==> src/rtl/hazard_pipe_regs.sv <==
// PC, IF/ID, ID/EX and EX/MEM control latches feeding the hazard detection unit.
// Optional saturating stall/flush/bubble counters when HAZARD_PERF_CNT_EN is defined.
module hazard_pipe_regs #(
    parameter int unsigned        WORD_W  = 32,
    parameter logic [WORD_W-1:0]  PC_INIT = '0
) (
    input  logic              CLK,
    input  logic              RST,
    input  logic              ihit,
    input  logic [WORD_W-1:0] imemload,
    input  logic [WORD_W-1:0] pc_next,
    input  logic              mem_ready,
    input  logic              pc_wen,
    input  logic              stall_ifid,
    input  logic              flush_ifid,
    input  logic              flush_idex,
    input  logic              regwr_id,
    input  logic              br_taken_ex,
    output logic [WORD_W-1:0] pc,
    output logic [WORD_W-1:0] instr_id,
    output logic [WORD_W-1:0] pcp4_id,
    output logic [4:0]        Rs_id,
    output logic [4:0]        Rt_id,
    output logic              jump_id,
    output logic [4:0]        Rt_ex,
    output logic              jump_ex,
    output logic              dREN_ex,
    output logic              dWEN_ex,
    output logic              branch_mem,
    output logic              RegWr_mem
`ifdef HAZARD_PERF_CNT_EN
    ,
    output logic [31:0]       stall_cnt,
    output logic [31:0]       flush_cnt,
    output logic [31:0]       bubble_cnt
`endif
);

    localparam logic [5:0] OP_RTYPE = 6'b000000;
    localparam logic [5:0] OP_J     = 6'b000010;
    localparam logic [5:0] OP_JAL   = 6'b000011;
    localparam logic [5:0] OP_LW    = 6'b100011;
    localparam logic [5:0] OP_SW    = 6'b101011;
    localparam logic [5:0] FN_JR    = 6'b001000;

    logic [WORD_W-1:0] pc_q, pc_d;
    logic [WORD_W-1:0] instr_q, instr_d;
    logic [WORD_W-1:0] pcp4_q, pcp4_d;
    logic              vid_q, vid_d;
    logic [4:0]        rt_ex_q, rt_ex_d;
    logic              jex_q, jex_d;
    logic              dren_q, dren_d;
    logic              dwen_q, dwen_d;
    logic              regwr_ex_q, regwr_ex_d;
    logic              vex_q, vex_d;
    logic              brm_q, brm_d;
    logic              rwm_q, rwm_d;

    logic [5:0] op_id;
    logic [5:0] funct_id;

    assign op_id    = instr_q[31:26];
    assign funct_id = instr_q[5:0];
    assign Rs_id    = instr_q[25:21];
    assign Rt_id    = instr_q[20:16];
    assign jump_id  = vid_q && (op_id == OP_J || op_id == OP_JAL ||
                                (op_id == OP_RTYPE && funct_id == FN_JR));

    always_comb begin
        pc_d       = pc_q;
        instr_d    = instr_q;
        pcp4_d     = pcp4_q;
        vid_d      = vid_q;
        rt_ex_d    = rt_ex_q;
        jex_d      = jex_q;
        dren_d     = dren_q;
        dwen_d     = dwen_q;
        regwr_ex_d = regwr_ex_q;
        vex_d      = vex_q;
        brm_d      = brm_q;
        rwm_d      = rwm_q;

        if (pc_wen && ihit && mem_ready)
            pc_d = pc_next;

        // Every stage freezes while a data access is outstanding.
        if (mem_ready) begin
            if (flush_ifid) begin
                instr_d = '0;
                vid_d   = 1'b0;
            end else if (!stall_ifid) begin
                if (ihit) begin
                    instr_d = imemload;
                    pcp4_d  = pc_q + WORD_W'(4);
                    vid_d   = 1'b1;
                end else begin
                    instr_d = '0;
                    vid_d   = 1'b0;
                end
            end

            if (flush_idex) begin
                rt_ex_d    = '0;
                jex_d      = 1'b0;
                dren_d     = 1'b0;
                dwen_d     = 1'b0;
                regwr_ex_d = 1'b0;
                vex_d      = 1'b0;
            end else begin
                rt_ex_d    = vid_q ? Rt_id : 5'd0;
                jex_d      = jump_id;
                dren_d     = vid_q && (op_id == OP_LW);
                dwen_d     = vid_q && (op_id == OP_SW);
                regwr_ex_d = vid_q && regwr_id;
                vex_d      = vid_q;
            end

            brm_d = br_taken_ex && vex_q;
            rwm_d = regwr_ex_q && vex_q;
        end
    end

    always_ff @(posedge CLK) begin
        if (RST) begin
            pc_q       <= PC_INIT;
            instr_q    <= '0;
            pcp4_q     <= '0;
            vid_q      <= 1'b0;
            rt_ex_q    <= '0;
            jex_q      <= 1'b0;
            dren_q     <= 1'b0;
            dwen_q     <= 1'b0;
            regwr_ex_q <= 1'b0;
            vex_q      <= 1'b0;
            brm_q      <= 1'b0;
            rwm_q      <= 1'b0;
        end else begin
            pc_q       <= pc_d;
            instr_q    <= instr_d;
            pcp4_q     <= pcp4_d;
            vid_q      <= vid_d;
            rt_ex_q    <= rt_ex_d;
            jex_q      <= jex_d;
            dren_q     <= dren_d;
            dwen_q     <= dwen_d;
            regwr_ex_q <= regwr_ex_d;
            vex_q      <= vex_d;
            brm_q      <= brm_d;
            rwm_q      <= rwm_d;
        end
    end

    assign pc         = pc_q;
    assign instr_id   = instr_q;
    assign pcp4_id    = pcp4_q;
    assign Rt_ex      = rt_ex_q;
    assign jump_ex    = jex_q;
    assign dREN_ex    = dren_q;
    assign dWEN_ex    = dwen_q;
    assign branch_mem = brm_q;
    assign RegWr_mem  = rwm_q;

`ifdef HAZARD_PERF_CNT_EN
    logic [31:0] stall_cnt_q, flush_cnt_q, bubble_cnt_q;
    logic        bubble_load;

    assign bubble_load = mem_ready && !flush_ifid && !stall_ifid && !ihit;

    always_ff @(posedge CLK) begin
        if (RST) begin
            stall_cnt_q  <= '0;
            flush_cnt_q  <= '0;
            bubble_cnt_q <= '0;
        end else begin
            if (stall_ifid && mem_ready && stall_cnt_q != '1)
                stall_cnt_q <= stall_cnt_q + 32'd1;
            if ((flush_ifid || flush_idex) && mem_ready && flush_cnt_q != '1)
                flush_cnt_q <= flush_cnt_q + 32'd1;
            if (bubble_load && bubble_cnt_q != '1)
                bubble_cnt_q <= bubble_cnt_q + 32'd1;
        end
    end

    assign stall_cnt  = stall_cnt_q;
    assign flush_cnt  = flush_cnt_q;
    assign bubble_cnt = bubble_cnt_q;
`endif

endmodule

==> config.mk <==
export PLATFORM = sky130hd
export DESIGN_NAME = hazard_pipe_regs
export DESIGN_NICKNAME = d
export VERILOG_FILES = /design/src/rtl/hazard_pipe_regs.sv
export SDC_FILE = /design/constraint.sdc
export NUM_CORES = 1
export LEC_CHECK = 0
export CORE_MARGIN = 1
export CORE_UTILIZATION = 46
export CTS_CLUSTER_DIAMETER = 100
export DETAILED_ROUTE_END_ITERATION = 16
export PLACE_DENSITY = 0.86
export SYNTH_ARGS = -nofsm -noshare
export SYNTH_HDL_FRONTEND = slang
export SYNTH_SLANG_ARGS = --single-unit
==> constraint.sdc <==
create_clock -name CLK -period 3.95 [get_ports CLK]
set_clock_uncertainty 0.15 [all_clocks]
set_input_delay 1.185 -clock CLK [delete_from_list [all_inputs] [get_ports CLK]]
set_output_delay 1.185 -clock CLK [all_outputs]
set_load 0.005 [all_outputs]
Word-level counts from Yosys, hierarchy flattened --
Cells that the tools add are included.
Word-level totals: input port bits 74, flip-flop bits (word level) 109
Operators by class: add/subtract/negate cells 1, reductions and logical operators 14, bitwise operators 2, multiplexer cells 13, equality and inequality tests 6
Operators with widths (count):
- $mux 32 | 3
- $add 32x3->32 const B | 1
- $eq 6x2->1 const B | 2
- $eq 6x6->1 const B | 2
- $mux 5 | 2
- $logic_and 1x1->1 | 9
- $mux 1 | 8
- $eq 6x4->1 const B | 1
- $logic_not 6->1 | 1
- $reduce_and 4->1 | 1
- $logic_or 1x1->1 | 2
- $ne 2x1->1 const B | 1
- $not 1->1 | 2
- $reduce_and 2->1 | 1

Longest topological paths before layout --
word-level depth 5, mapped depth 6

Worst setup path before layout --
Ideal clock, no wire load.
kind input port to flip-flop, from in flush_ifid, to reg pcp4_q[27], in the netlist pcp4_id[27], setup time 0.142 ns, buffers on the path 3, cell stages on the path 5, data arrival time 2.371 ns, setup slack 1.287 ns, cells stage by stage nor4bb_1 > clkbuf_1 > clkbuf_1 > clkbuf_1 > a311oi_1
Between the ends: cells in the longest elaborated chain, start to end 2
RTL lines:
- from (decl) | RTL line 15 | input logic flush_ifid,
- $not 1->1 (no line)
- $reduce_and 4->1 (no line)
- to (signal assigned) | RTL line 140 | pcp4_q <= pcp4_d;
- to (decl) | RTL line 48 | logic [WORD_W-1:0] pcp4_q, pcp4_d;
No other way between the ends. A chain may end at the register's enable or synchronous reset.

Worst setup path after layout --
from reg instr_q[3], in the netlist instr_id[3], to out jump_id
Between the ends: cells in the longest elaborated chain, start to end 4
RTL lines:
- from (decl) | RTL line 47 | logic [WORD_W-1:0] instr_q, instr_d;
- from (signal assigned) | RTL line 139 | instr_q <= instr_d;
- $eq 6x4->1 | RTL line 67 | (op_id == OP_RTYPE && funct_id == FN_JR));
- $logic_and 1x1->1 | RTL line 67
- $logic_or 1x1->1 | RTL line 66 | assign jump_id = vid_q && (op_id == OP_J || op_id == OP_JAL ||
- $logic_and 1x1->1 | RTL line 66
- to (decl) | RTL line 24 | output logic jump_id,
No other way between the ends.

==> reports/qor.yml <==
run_status:
  outcome: "completed"
worst_setup_path:
  criticalPathCategory: "flip-flop to primary output"
  worst_path_largest_cell_delay_ns: 0.55
  crit_chain: "nor4b_1, a21oi_1, nor3b_1, clkdlybuf4s50_1"
  reg2regPathDepth: 4
  start_kind: "flip-flop"
  crit_path_end_kind: "primary output"
  arrival_ns: 2.01
  critPathSlowestCell: "clkdlybuf4s50_1"
  r2r-start: "pc[10]"
  critPathMaxFanout: 3
  required_ns: 2.61
  cp-startpoint: "instr_id[3]"
clock_tree:
  clk_path_buf_depth: 2
  path_clk_slew_ns: 0.10
  clockRootBuffer: "clkbuf_8"
  cts_tree: "yes"
  cts_sinks: 109
  insertion_delay_ns: 0.37
  postCtsSetupBuffers: 0
  cts_resized: 0
  cts_made_buffers: 9
  htreeDepth: 3
  ctsHoldBuffers: 0
placement:
  placed_cell_area_mm2: 0.00649
  io_buffers: 190
  place_hpwl_mm: 9.63
  place_inst: 822
  gp_congestion: 0.801
routing:
  drtIter0Drc: 201
  drt-met1-wl_mm: 5.29
  met2WireLength_mm: 6.57
  met3_length_mm: 1.21
  finalWirelength_mm: 13.4
  routed_via_density: 5.55
  ant_nets: 0
  routed.top_layer: "met4"
  vias: 4650
  avgRoutedWirePerCell_um: 15.9
  drt_pre_antenna_iters: 5
  drc: 0
synth:
  ys_seq_elements: 109
  netlist_instances: 542
  yosysUniqueCellTypes: 46
  synthAdderAreaFrac_pct: 0.276
  post_synth.cell_area_avg_um2: 8.35
  synthMuxAreaShare_pct: 0
  synth_compound_area_share_pct: 17.9
  async_reset_ff_share_pct: 0
  ys.warnings.count: 0
  yosysSeqAreaShare_pct: 48.2
  synthFlopType: "dfxtp_1"
  synth_top_family_by_area: "simple AND/OR/NAND/NOR gates"
  synth_xor_area_share_pct: 2.52
  synth-simple-area-share_pct: 25.8
  syn_nets: 617
  syn_area_mm2: 0.00453
  synth_edf_count: 0
final_layout:
  n_antenna_cell: 0
  fillers: 739
  final_area_mm2: 0.00668
  area_growth_pct: 47.5
  num-nets-final: 779
  multi_input_area_mm2: 0.00212
  drive_gt1_share_pct: 5.08
  final_cells: 838
  seq_area_mm2: 0.00218
hold_path:
  hold_path_depth: 2
  holdCritPathClass: "flip-flop to flip-flop"
  holdCritStartpoint: "pcp4_id[0]"
global_route:
  grt_pass1_vias: 4483
  grtUsageTotal_pct: 26.8
  grt_overflow: 0
  grt_max_degree: 85
  grt_pass1_wl_mm: 21.5
  antenna_found_initial: 0
sta:
  hold_viol_final: 0
  period_minus_slack_ns: 3.34
  report.final.slew_viol_count: 0
  rsz0062_at_grt: "no"
  max_freq_ghz: 0.299
  worst_slew_pin_slew_ns: 0.845
  setup_viol: 0
  relSlewSlack_pct: 43.7
  finalSetupTns_ns: 0
  period_share_pct: 84.6
pwr:
  p_leak_nw: 2.19
  power.density_mw_per_mm2: 303
  ir_drop_mv: 0.165
  total_power_w: 0.00202
floorplan:
  dieArea_mm2: 0.0102
  die_h_um: 101
  io_pins: 191
  die_x_um: 101
  core_mm2: 0.00937
  rows: 35
  start_util_pct: 48.3
flow_run:
  max_cap_violations: 0
[Yosys cell counts, types with 10 or more instances]
cell      number  area [µm²]
buf_4         10        75.1
a22oi_1       32         240
a311oi_1      10        87.6
dfxtp_1      109        2180
clkbuf_1      34         128
a211oi_1      14         105
nor2_1        73         274
nand2_1       86         323
nand3_1       13        65.1
a21oi_1       49         245
[stage by stage]
step / hold WS, ns / worst slack, ns / util [%]
2_1_floorplan: 0.303 / 1.29 / -
3_3_place_gp: 0.309 / 0.777 / 69.3
3_5_place_dp: 0.320 / 0.709 / 69.3
4_1_cts: 0.335 / 0.586 / 71.2
5_1_grt: 0.358 / 0.460 / 71.2
6_report: 0.325 / 0.607 / 71.2
[cells by family after synthesis]
kind of cell / after synthesis
adder cells (fa/ha/maj): 1
AO/OA/AOI/OAI: 123
AND/OR/NAND/NOR: 242
flip-flops: 109
XOR/XNOR: 13
buffers and inverters: 54
[power by group]
group          total (W)  leakage [nW]  switching [W]  internal, W
combinational   0.000232          1.21      0.0000909     0.000141
sequential       0.00116         0.883      0.0000316      0.00112
clock           0.000631        0.0928       0.000380     0.000251
[sequential cells by signal, summed over array words and instances, names as in the netlist, 5 cells and up]
name / cells
pc: 32
instr_id: 32
Rt_ex: 5
pcp4_id: 32
[cell usage in the layout (no fill, tap or decap), types with 2 or more instances in the layout]
cell,n
clkdlybuf4s50_1,189
dfxtp_1,109
nand2_1,86
nor2_1,73
a21oi_1,49
a22oi_1,32
a211oi_1,14
nand3_1,13
a311oi_1,10
clkbuf_8,10
or4_1,8
nand4_1,8
nor4_1,8
xnor2_1,8
nor3_1,7
nor2b_1,7
buf_4,7
inv_1,6
o31ai_1,6
and4_1,5
xor2_1,5
nand2b_1,5
and3_1,4
or3_1,4
o21ai_0,4
clkinv_4,3
buf_12,3
o31a_1,2
or4_4,2
nand3b_1,2
[final timing paths]
path	end	slack, ns
min	pcp4_id[0]	0.33
max reg2reg	pcp4_id[23]	1.53
max	jump_id	0.61
min reg2reg	pcp4_id[0]	0.33
[layout make-up]
class / count / share of cell area (%)
flip-flops and latches: 109 / 32.7
multi-input cells: 379 / 31.8
repair buffers: 199 / 30.0
well taps: 129 / 2.42
clock buffers: 10 / 2.06
clock inverters: 6 / 0.712
inverters: 6 / 0.337
[worst max-delay path: cells and delay by family (launching register included)]
family / cells / cell delay (ns)
AND/OR/NAND/NOR: 2 / 0.56
buffers and inverters: 1 / 0.55
flip-flops: 1 / 0.39
AO/OA/AOI/OAI: 1 / 0.14
[routing by layer]
metal | global-route usage (%) | vias to the layer above
li1 | - | 2232
met1 | 30.6 | 2168
met2 | 47.5 | 224
met3 | 7.66 | 26
met4 | 10.0 | 0
met5 | 0 | -
Power figures use the tool's default switching activity.
